<file path="config.mk">
export PLATFORM = sky130hd
export DESIGN_NAME = quet_led7_flat
export DESIGN_NICKNAME = d
export VERILOG_FILES = /design/src/rtl/quet_led7_if.sv /design/src/rtl/quet_led7.sv /design/src/flat_wrapper.sv
export SDC_FILE = /design/constraint.sdc
export NUM_CORES = 1
export LEC_CHECK = 0
export CAP_MARGIN = 30
export CORE_ASPECT_RATIO = 1.75
export CORE_UTILIZATION = 60
export DETAILED_ROUTE_END_ITERATION = 16
export GPL_ROUTABILITY_DRIVEN = 0
export GPL_TIMING_DRIVEN = 1
export HOLD_SLACK_MARGIN = 0.12
export PLACE_DENSITY = 0.86
export SLEW_MARGIN = 15
export SYNTH_ARGS = -nofsm -noshare
export SYNTH_HDL_FRONTEND = slang
export SYNTH_SLANG_ARGS = --single-unit
export TNS_END_PERCENT = 1
</file>
<file path="constraint.sdc">
create_clock -name CK -period 12.6 [get_ports CK]
set_input_delay 3.15 -clock CK [delete_from_list [all_inputs] [get_ports CK]]
set_output_delay 3.15 -clock CK [all_outputs]
set_load 0.05 [all_outputs]
</file>
<file path="src/rtl/quet_led7_if.sv">
// quet_led7_if -- signal bundle between the display-data producer and the
// 4-digit 7-segment scanner.
//
// Signals:
//   EN      producer -> scanner  scan enable (0 = blank, counters cleared)
//   BRIGHT  producer -> scanner  brightness, on-time in eighths minus one
//   HEX0..3 producer -> scanner  active-low segment bytes {dp,g..a}
//   SEG     scanner -> producer  shared active-low segment bus
//   DIG     scanner -> producer  active-low one-hot digit enables
//   FRAME   scanner -> producer  one-cycle pulse at frame start
//
// Modports:
//   master  the side that supplies digit data (decoder / testbench)
//   slave   the scanner itself
interface quet_led7_if;
    logic       EN;
    logic [2:0] BRIGHT;
    logic [7:0] HEX0;
    logic [7:0] HEX1;
    logic [7:0] HEX2;
    logic [7:0] HEX3;
    logic [7:0] SEG;
    logic [3:0] DIG;
    logic       FRAME;

    modport master (
        output EN, BRIGHT, HEX0, HEX1, HEX2, HEX3,
        input  SEG, DIG, FRAME
    );

    modport slave (
        input  EN, BRIGHT, HEX0, HEX1, HEX2, HEX3,
        output SEG, DIG, FRAME
    );
endinterface

</file>
<file path="src/rtl/quet_led7.sv">
// quet_led7 -- time-multiplexed 4-digit 7-segment scanner.
//
// Each digit owns a slot of SLOT_CYC clocks. The first DEAD clocks of every
// slot are blanked so the previous digit's segments cannot ghost onto the
// next one, then the digit stays lit for a PWM window set by BRIGHT. The
// four segment bytes and BRIGHT are captured into shadow registers at the
// start of every frame so a frame never shows a mix of old and new data.
//
// Ports:
//   CK   system clock, rising edge
//   RS   asynchronous active-high reset
//   bus  quet_led7_if.slave: EN, BRIGHT, HEX0..3 in; SEG, DIG, FRAME out
//        (all outputs registered, one cycle behind the scan position)
//
// Parameters:
//   SLOT_CYC  clocks per digit slot (>= 8 and > DEAD)
//   DEAD      blanked clocks at the start of each slot
module quet_led7 #(
    parameter int SLOT_CYC = 1000,
    parameter int DEAD     = 2
) (
    input  logic        CK,
    input  logic        RS,
    quet_led7_if.slave  bus
);

    localparam int              CW       = (SLOT_CYC > 1) ? $clog2(SLOT_CYC) : 1;
    localparam logic [CW-1:0]   LAST_CNT = CW'(SLOT_CYC - 1);
    localparam logic [31:0]     LIT_SPAN = 32'(SLOT_CYC - DEAD);
    localparam logic [31:0]     DEAD_U   = 32'(DEAD);

    typedef enum logic {
        IDLE = 1'b0,
        SCAN = 1'b1
    } state_t;

    state_t        r_state;
    logic [CW-1:0] r_cnt;
    logic [1:0]    r_idx;
    logic [7:0]    r_shadow [4];
    logic [2:0]    r_bright;
    logic [7:0]    r_seg;
    logic [3:0]    r_dig;
    logic          r_frame;

    logic [31:0]   w_onCyc;
    logic [31:0]   w_rel;
    logic          w_slotEnd;
    logic          w_lit;
    logic          w_snap;

    // PWM on-time in clocks; the product is formed at 32 bits so nothing is
    // lost before the divide-by-eight.
    assign w_onCyc = ((32'(r_bright) + 32'd1) * LIT_SPAN) >> 3;

    // Position inside the lit region. During dead time the subtraction wraps
    // to a huge value, so a single unsigned compare covers both bounds.
    assign w_rel     = 32'(r_cnt) - DEAD_U;
    assign w_lit     = (r_state == SCAN) && (w_rel < w_onCyc);
    assign w_slotEnd = (r_cnt == LAST_CNT);

    // The snapshot is taken on every edge that lands on digit 0 / count 0:
    // leaving IDLE, or wrapping past digit 3 while still enabled. A disable
    // on the wrap edge wins, so no snapshot then.
    assign w_snap = bus.EN &&
                    ((r_state == IDLE) ||
                     (w_slotEnd && (r_idx == 2'd3)));

    always_ff @(posedge CK or posedge RS) begin
        if (RS) begin
            r_state  <= IDLE;
            r_cnt    <= '0;
            r_idx    <= '0;
            r_bright <= '0;
            for (int i = 0; i < 4; i++) begin
                r_shadow[i] <= 8'hFF;
            end
            r_seg    <= 8'hFF;
            r_dig    <= 4'b1111;
            r_frame  <= 1'b0;
        end else begin
            // Outputs reflect the current scan position, hence one cycle of lag.
            if (w_lit) begin
                r_dig <= ~(4'b0001 << r_idx);
                r_seg <= r_shadow[r_idx];
            end else begin
                r_dig <= 4'b1111;
                r_seg <= 8'hFF;
            end
            r_frame <= (r_state == SCAN) && (r_idx == 2'd0) && (r_cnt == '0);

            if (w_snap) begin
                r_shadow[0] <= bus.HEX0;
                r_shadow[1] <= bus.HEX1;
                r_shadow[2] <= bus.HEX2;
                r_shadow[3] <= bus.HEX3;
                r_bright    <= bus.BRIGHT;
            end

            case (r_state)
                IDLE: begin
                    r_cnt <= '0;
                    r_idx <= '0;
                    if (bus.EN) begin
                        r_state <= SCAN;
                    end
                end
                SCAN: begin
                    if (!bus.EN) begin
                        r_state <= IDLE;
                        r_cnt   <= '0;
                        r_idx   <= '0;
                    end else if (w_slotEnd) begin
                        r_cnt <= '0;
                        r_idx <= r_idx + 2'd1;
                    end else begin
                        r_cnt <= r_cnt + CW'(1);
                    end
                end
                default: begin
                    r_state <= IDLE;
                    r_cnt   <= '0;
                    r_idx   <= '0;
                end
            endcase
        end
    end

    assign bus.SEG   = r_seg;
    assign bus.DIG   = r_dig;
    assign bus.FRAME = r_frame;

endmodule
</file>
<file path="src/flat_wrapper.sv">
// flat-port wrapper written by rule: the top's interface ports become plain ports
module quet_led7_flat 
#(
    parameter int SLOT_CYC = 1000,
    parameter int DEAD     = 2
)
  (CK, RS, bus_EN, bus_BRIGHT, bus_HEX0, bus_HEX1, bus_HEX2, bus_HEX3, bus_SEG, bus_DIG, bus_FRAME);
  quet_led7_if bus_i ();
  input  logic CK;
  input  logic RS;
  input wire logic [$bits(bus_i.EN)-1:0] bus_EN;
  input wire logic [$bits(bus_i.BRIGHT)-1:0] bus_BRIGHT;
  input wire logic [$bits(bus_i.HEX0)-1:0] bus_HEX0;
  input wire logic [$bits(bus_i.HEX1)-1:0] bus_HEX1;
  input wire logic [$bits(bus_i.HEX2)-1:0] bus_HEX2;
  input wire logic [$bits(bus_i.HEX3)-1:0] bus_HEX3;
  output wire logic [$bits(bus_i.SEG)-1:0] bus_SEG;
  output wire logic [$bits(bus_i.DIG)-1:0] bus_DIG;
  output wire logic [$bits(bus_i.FRAME)-1:0] bus_FRAME;
  assign bus_i.EN = bus_EN;
  assign bus_i.BRIGHT = bus_BRIGHT;
  assign bus_i.HEX0 = bus_HEX0;
  assign bus_i.HEX1 = bus_HEX1;
  assign bus_i.HEX2 = bus_HEX2;
  assign bus_i.HEX3 = bus_HEX3;
  assign bus_SEG = bus_i.SEG;
  assign bus_DIG = bus_i.DIG;
  assign bus_FRAME = bus_i.FRAME;
  quet_led7 #(.SLOT_CYC(SLOT_CYC), .DEAD(DEAD)) u_core (.CK(CK), .RS(RS), .bus(bus_i));
endmodule
</file>
After elaboration in Yosys (flattened, before gate mapping):

Index checks and enable logic that the tools add are counted.

* $add $sub $neg: 4
* multiply operators: 1
* order comparisons: 2
* eq/ne operators: 3
* shift operators: 1
* multiplexer cells: 12
* bitwise logic cells: 3
* reductions and logical operators: 8

Operators with widths (number)
* less-than comparator 32 x 29 -> 1 bit: 1
* multiplier 32 x 9 -> 31 bit (second input constant): 1
* 2-to-1 mux 8 bit: 3
* 2-to-1 mux 10 bit: 2
* case mux 10 bit (2 select lines): 1
* binary-select mux 8 bit (select 2 bit): 1
* subtractor 10 x 2 -> 11 bit (second input constant): 1
* adder 10 x 1 -> 10 bit (second input constant): 1
* == test 10 bit (second input constant): 1
* zero test 10 bit: 1
* logical AND 1 bit: 5
* adder 3 x 1 -> 4 bit (second input constant): 1
* 2-to-1 mux 2 bit: 2
* 2-to-1 mux 4 bit: 1
* NOT 4 bit: 1
* case mux 2 bit (2 select lines): 1
* left shift 1 x 2 -> 4 bit (first input constant): 1
* greater-or-equal comparator 3 bit (second input constant): 1
* != test 3 bit (second input constant): 1
* NOT 2 -> 3 bit: 1
* adder 2 x 1 -> 2 bit (second input constant): 1
* == test 2 bit (second input constant): 1
* zero test 2 bit: 1
* logical OR 1 bit: 1
* 2 further kinds: 2

* register bits: 61
* input bits: 38
* output and inout bits: 13

Longest topological paths before layout:

* depth in word-level cells: 5
* depth in mapped cells: 20
* gate-level depth less buffers: 19

Least setup slack after synthesis:

OpenSTA, ideal clock, no wires.

* path kind: reg2reg
* start: register u_core.r_bright[0]
* end: register u_core.r_seg[1] (netlist: u_core.bus.SEG[1])
* arrival time: 4.634 ns
* data required time: 12.520 ns
* slack: 7.886 ns
* cell stages (with the launch flop): 19
* buffers on the path: 1
* clock period less this slack: 4.714 ns
* cell sequence: dfrtp_1 -> inv_1 -> ha_1 -> inv_1 -> fa_1 -> inv_1 -> fa_1 -> ha_1 -> a21oi_1 -> o21bai_1 -> a221oi_1 -> a2bb2oi_1 -> ha_1 -> and4_1 -> a2111oi_0 -> o21ai_1 -> nor3_1 -> buf_2 -> nand2b_1

* cells in the longest elaborated chain, start to end: 5

Ends and longest elaborated chain
* from (decl): line quet_led7.sv:41 `logic [2:0] r_bright;`
* from (signal assigned): line quet_led7.sv:97 `r_bright <= bus.BRIGHT;`
* adder 3 x 1 -> 4 bit: line quet_led7.sv:54 `assign w_onCyc = ((32'(r_bright) + 32'd1) * LIT_SPAN) >> 3;`
* multiplier 32 x 9 -> 31 bit: line quet_led7.sv:54
* less-than comparator 32 x 29 -> 1 bit: line quet_led7.sv:59 `assign w_lit = (r_state == SCAN) && (w_rel < w_onCyc);`
* logical AND 1 bit: line quet_led7.sv:59
* 2-to-1 mux 8 bit: line quet_led7.sv:83 `if (w_lit) begin`
* to (signal assigned): line quet_led7.sv:85 `r_seg <= r_shadow[r_idx];`
* to (decl): line quet_led7.sv:42 `logic [7:0] r_seg;`

No other way between the ends.
A chain may end at the register's enable or synchronous reset.

Worst setup path in the final report:

* start: register u_core.r_bright[0]
* end: register u_core.r_seg[0] (netlist: u_core.bus.SEG[0])

The elaborated chain is that of the path after synthesis.

==> out/metrics.cfg <==
[run_status]
status = complete, no violations

[worst_setup_path]
critPathLaunch = u_core.r_bright[0]$_DFFE_PP0P_
slowest_stage = fa_1
timing.rr.start = u_core.r_bright[0]$_DFFE_PP0P_
crit_chain = inv_1 -> ha_1 -> inv_1 -> fa_1 -> inv_1 -> fa_1 -> ha_1 -> a21oi_1 -> o21bai_1 -> a221oi_1 -> a2bb2oi_1 -> ha_1 -> and4_1 -> a2111oi_0 -> o21ai_1 -> nor3_1 -> buf_4 -> nand2b_1
cp-start-kind = flop
worstSetupEndpointType = flop
cp_max_fo = 12
endpoint = u_core.bus.SEG[0]$_DFF_PP1_
critPathMaxStageDelay_ns = 0.55
crit_buf_inv = 4
critPathArrivalTime_ns = 5.41
worstPathRequired_ns = 12.87
r2r_slack_ns = 7.46
reg2reg_depth = 18
timing.rr.end = u_core.bus.SEG[0]$_DFF_PP1_
worst-setup-path-type = reg -> reg
critical_path.top_delay_family = adder cells
cp_num_cells = 18

[timing]
max_freq_ghz = 0.195
period_needed_ns = 5.14
fin_crit_sh_pct = 40.8
skew_ns = 0.0105
slew_viol_final = 0
worstMarginPinSlew_ns = 0.723
maxSlewHeadroom_pct = 51.8
rsz0062_at_grt = no
tns_ns = 0
setup_viol = 0
hold_violations = 0

[power_and_ir_drop]
p_comb_share_pct = 44.9
p_switching_mw = 0.257
ir_drop_v = 0.000120
swShare_pct = 35.0
p_seq_share_pct = 32.2
power.density_mw_per_mm2 = 160
clkPwrFrac_pct = 22.8
internal_power_mw = 0.477
power_mw = 0.735
leakagePower_nw = 2.03

[detailed_routing]
vias = 2536
ant_nets = 0
routed_wl_um = 7310
wl_per_cell_um = 16.2
drc = 0
first_pass_iters = 4
vias_per_cell = 5.61
drtIter0Drc = 91

[clocking]
cts_resized = 0
cts-htree-levels = 3
tritoncts = yes
clkLatencyLatePin_ns = 0.35
clockBufferDepth = 2
clk_pin_slew_ns = 0.07
cts_buffers = 9
cts_sinks = 61
cts-root-buf = clkbuf_8
ctsHoldBuffers = 0
cts_setup_buffers = 0

[synthesis]
ys_seq_area_share_pct = 40.5
synth_top_area_share_pct = 29.6
syn_area_per_cell_um2 = 12.4
syn_nets = 396
ys_ff_latch = 61
synth_edf_count = 0
synth.distinct_cells = 48
synth-async-reset-ratio_pct = 100
synth_ff_type = dfstp_2
synth_cells = 315
synth_warnings = 0
yosys-top-cells-area = dfstp_2, ha_1, mux2_4
syn_area_mm2 = 0.00391
synth_top_cell_by_area = dfstp_2

[grt]
grt_pass1_vias = 2740
antenna_found_initial = 0
grt_max_degree = 62
grt_util_all_layers_pct = 24.0
grt_pass1_wl_um = 12400
grt_overflow = 0

[finish]
postLayoutCellArea_mm2 = 0.00460
seqCellArea_mm2 = 0.00158
area_growth_pct = 17.8
multi_input_area_mm2 = 0.00212
drive_gt1_share_pct = 30.1
nets = 448
fill_cells = 422
final_cell_mix = clkdlybuf4s50_1, dfstp_2, ha_1
diodes = 0
final_common_cell = clkdlybuf4s50_1

[floorplanning]
die_h_um = 109
die_w_um = 63.0
pin_count = 51
core_area_mm2 = 0.00623
start_util_pct = 62.7
fp-row-count = 38
dieArea_mm2 = 0.00685

[flow_run]
cap_violations = 0

[placed_design]
hpwl_um = 5490
port_buffers = 50
placed_area_mm2 = 0.00441

[min_path]
hp-class = reg -> reg
min_from = u_core.r_cnt[0]$_DFF_PP0_

-- metal layers --
| metal | vias up | global-route usage (%) | share of wire, % |
|---|---|---|---|
| met3 | 16 | 5.75 | 3.5 |
| met4 | 0 | 11.6 | 2.8 |
| met5 | - | 0 | 0 |
| li1 | 1198 | - | - |
| met2 | 59 | 44.1 | 57 |
| met1 | 1263 | 25.3 | 37 |
-- worst register-to-register path: cells and delay by family, from the launching register on --
family | cells | cell delay [ns]
adder cells (fa/ha/maj) | 5 | 2.04
AND/OR/NAND/NOR | 3 | 0.52
buffers and inverters | 4 | 0.66
AO/OA/AOI/OAI | 6 | 1.36
flip-flops | 1 | 0.50
-- cells in the mapped netlist, types with 6 or more instances --
master / instances
xnor2_1: 11
nor3_1: 7
ha_1: 38
dfstp_2: 44
nand4_1: 6
a21oi_1: 8
xor2_1: 14
mux4_2: 8
mux2_4: 30
dfrtp_1: 17
nor2_1: 18
nand2b_1: 9
inv_1: 24
nand2_1: 14
-- final cells by class --
cell class                 instances  share of cell area (%)
multi-input combinational        219                    46.2
sequential                        61                    34.4
timing repair buffer              52                    11.2
clock buffer                       9                    2.69
tap                               80                    2.18
inverter                          24                    1.96
clock inverter                     7                    1.44
-- worst min-delay path by stage --
stage,to,slack (ns),cells after the start
5_1_grt,u_core.r_cnt[0]$_DFF_PP0_,0.60,1
3_5_place_dp,u_core.r_cnt[0]$_DFF_PP0_,0.56,1
4_1_cts,u_core.r_cnt[0]$_DFF_PP0_,0.57,1
2_1_floorplan,u_core.r_cnt[0]$_DFF_PP0_,0.49,1
3_3_place_gp,u_core.r_cnt[0]$_DFF_PP0_,0.55,1
6_report,u_core.r_cnt[0]$_DFF_PP0_,0.56,1
-- through the flow --
stage          hold WS (ns)  util (%)  std cells  setup slack, ns
6_report              0.557      73.9        452             7.46
5_1_grt               0.600      73.9        452             7.02
4_1_cts               0.568      73.9        452             7.44
3_5_place_dp          0.559      70.8        436             7.50
3_3_place_gp          0.554      70.8        436             7.70
2_1_floorplan         0.494         -        315             7.89
-- power by group through the flow --
stage / combinational, mW / clock, mW / sequential (mW)
6_report: 0.330 / 0.168 / 0.237
5_1_grt: 0.372 / 0.181 / 0.239
4_1_cts: 0.331 / 0.174 / 0.236
3_5_place_dp: 0.328 / 0 / 0.239
3_3_place_gp: 0.314 / 0 / 0.238
2_1_floorplan: 0.255 / 0 / 0.236
-- registers in the layout, summed over array words and instances (netlist names) --
register	flops
u_core.r_shadow	32
u_core.r_cnt	10
u_core.bus.SEG	8
u_core.bus.DIG	4
u_core.r_bright	3
u_core.r_idx	2
u_core.bus.FRAME	1
u_core.r_state	1
-- kinds of logic after synthesis --
kind of cell / Yosys count / synth area share (%)
multiplexers: 45 / 18.1
flip-flops: 61 / 40.5
adder cells (fa/ha/maj): 43 / 14.7
AO/OA/AOI/OAI: 31 / 5.57
XOR/XNOR: 25 / 5.61
AND/OR/NAND/NOR: 75 / 10.3
buffers and inverters: 35 / 5.16
Note: power is estimated with default switching activity, not from simulation.
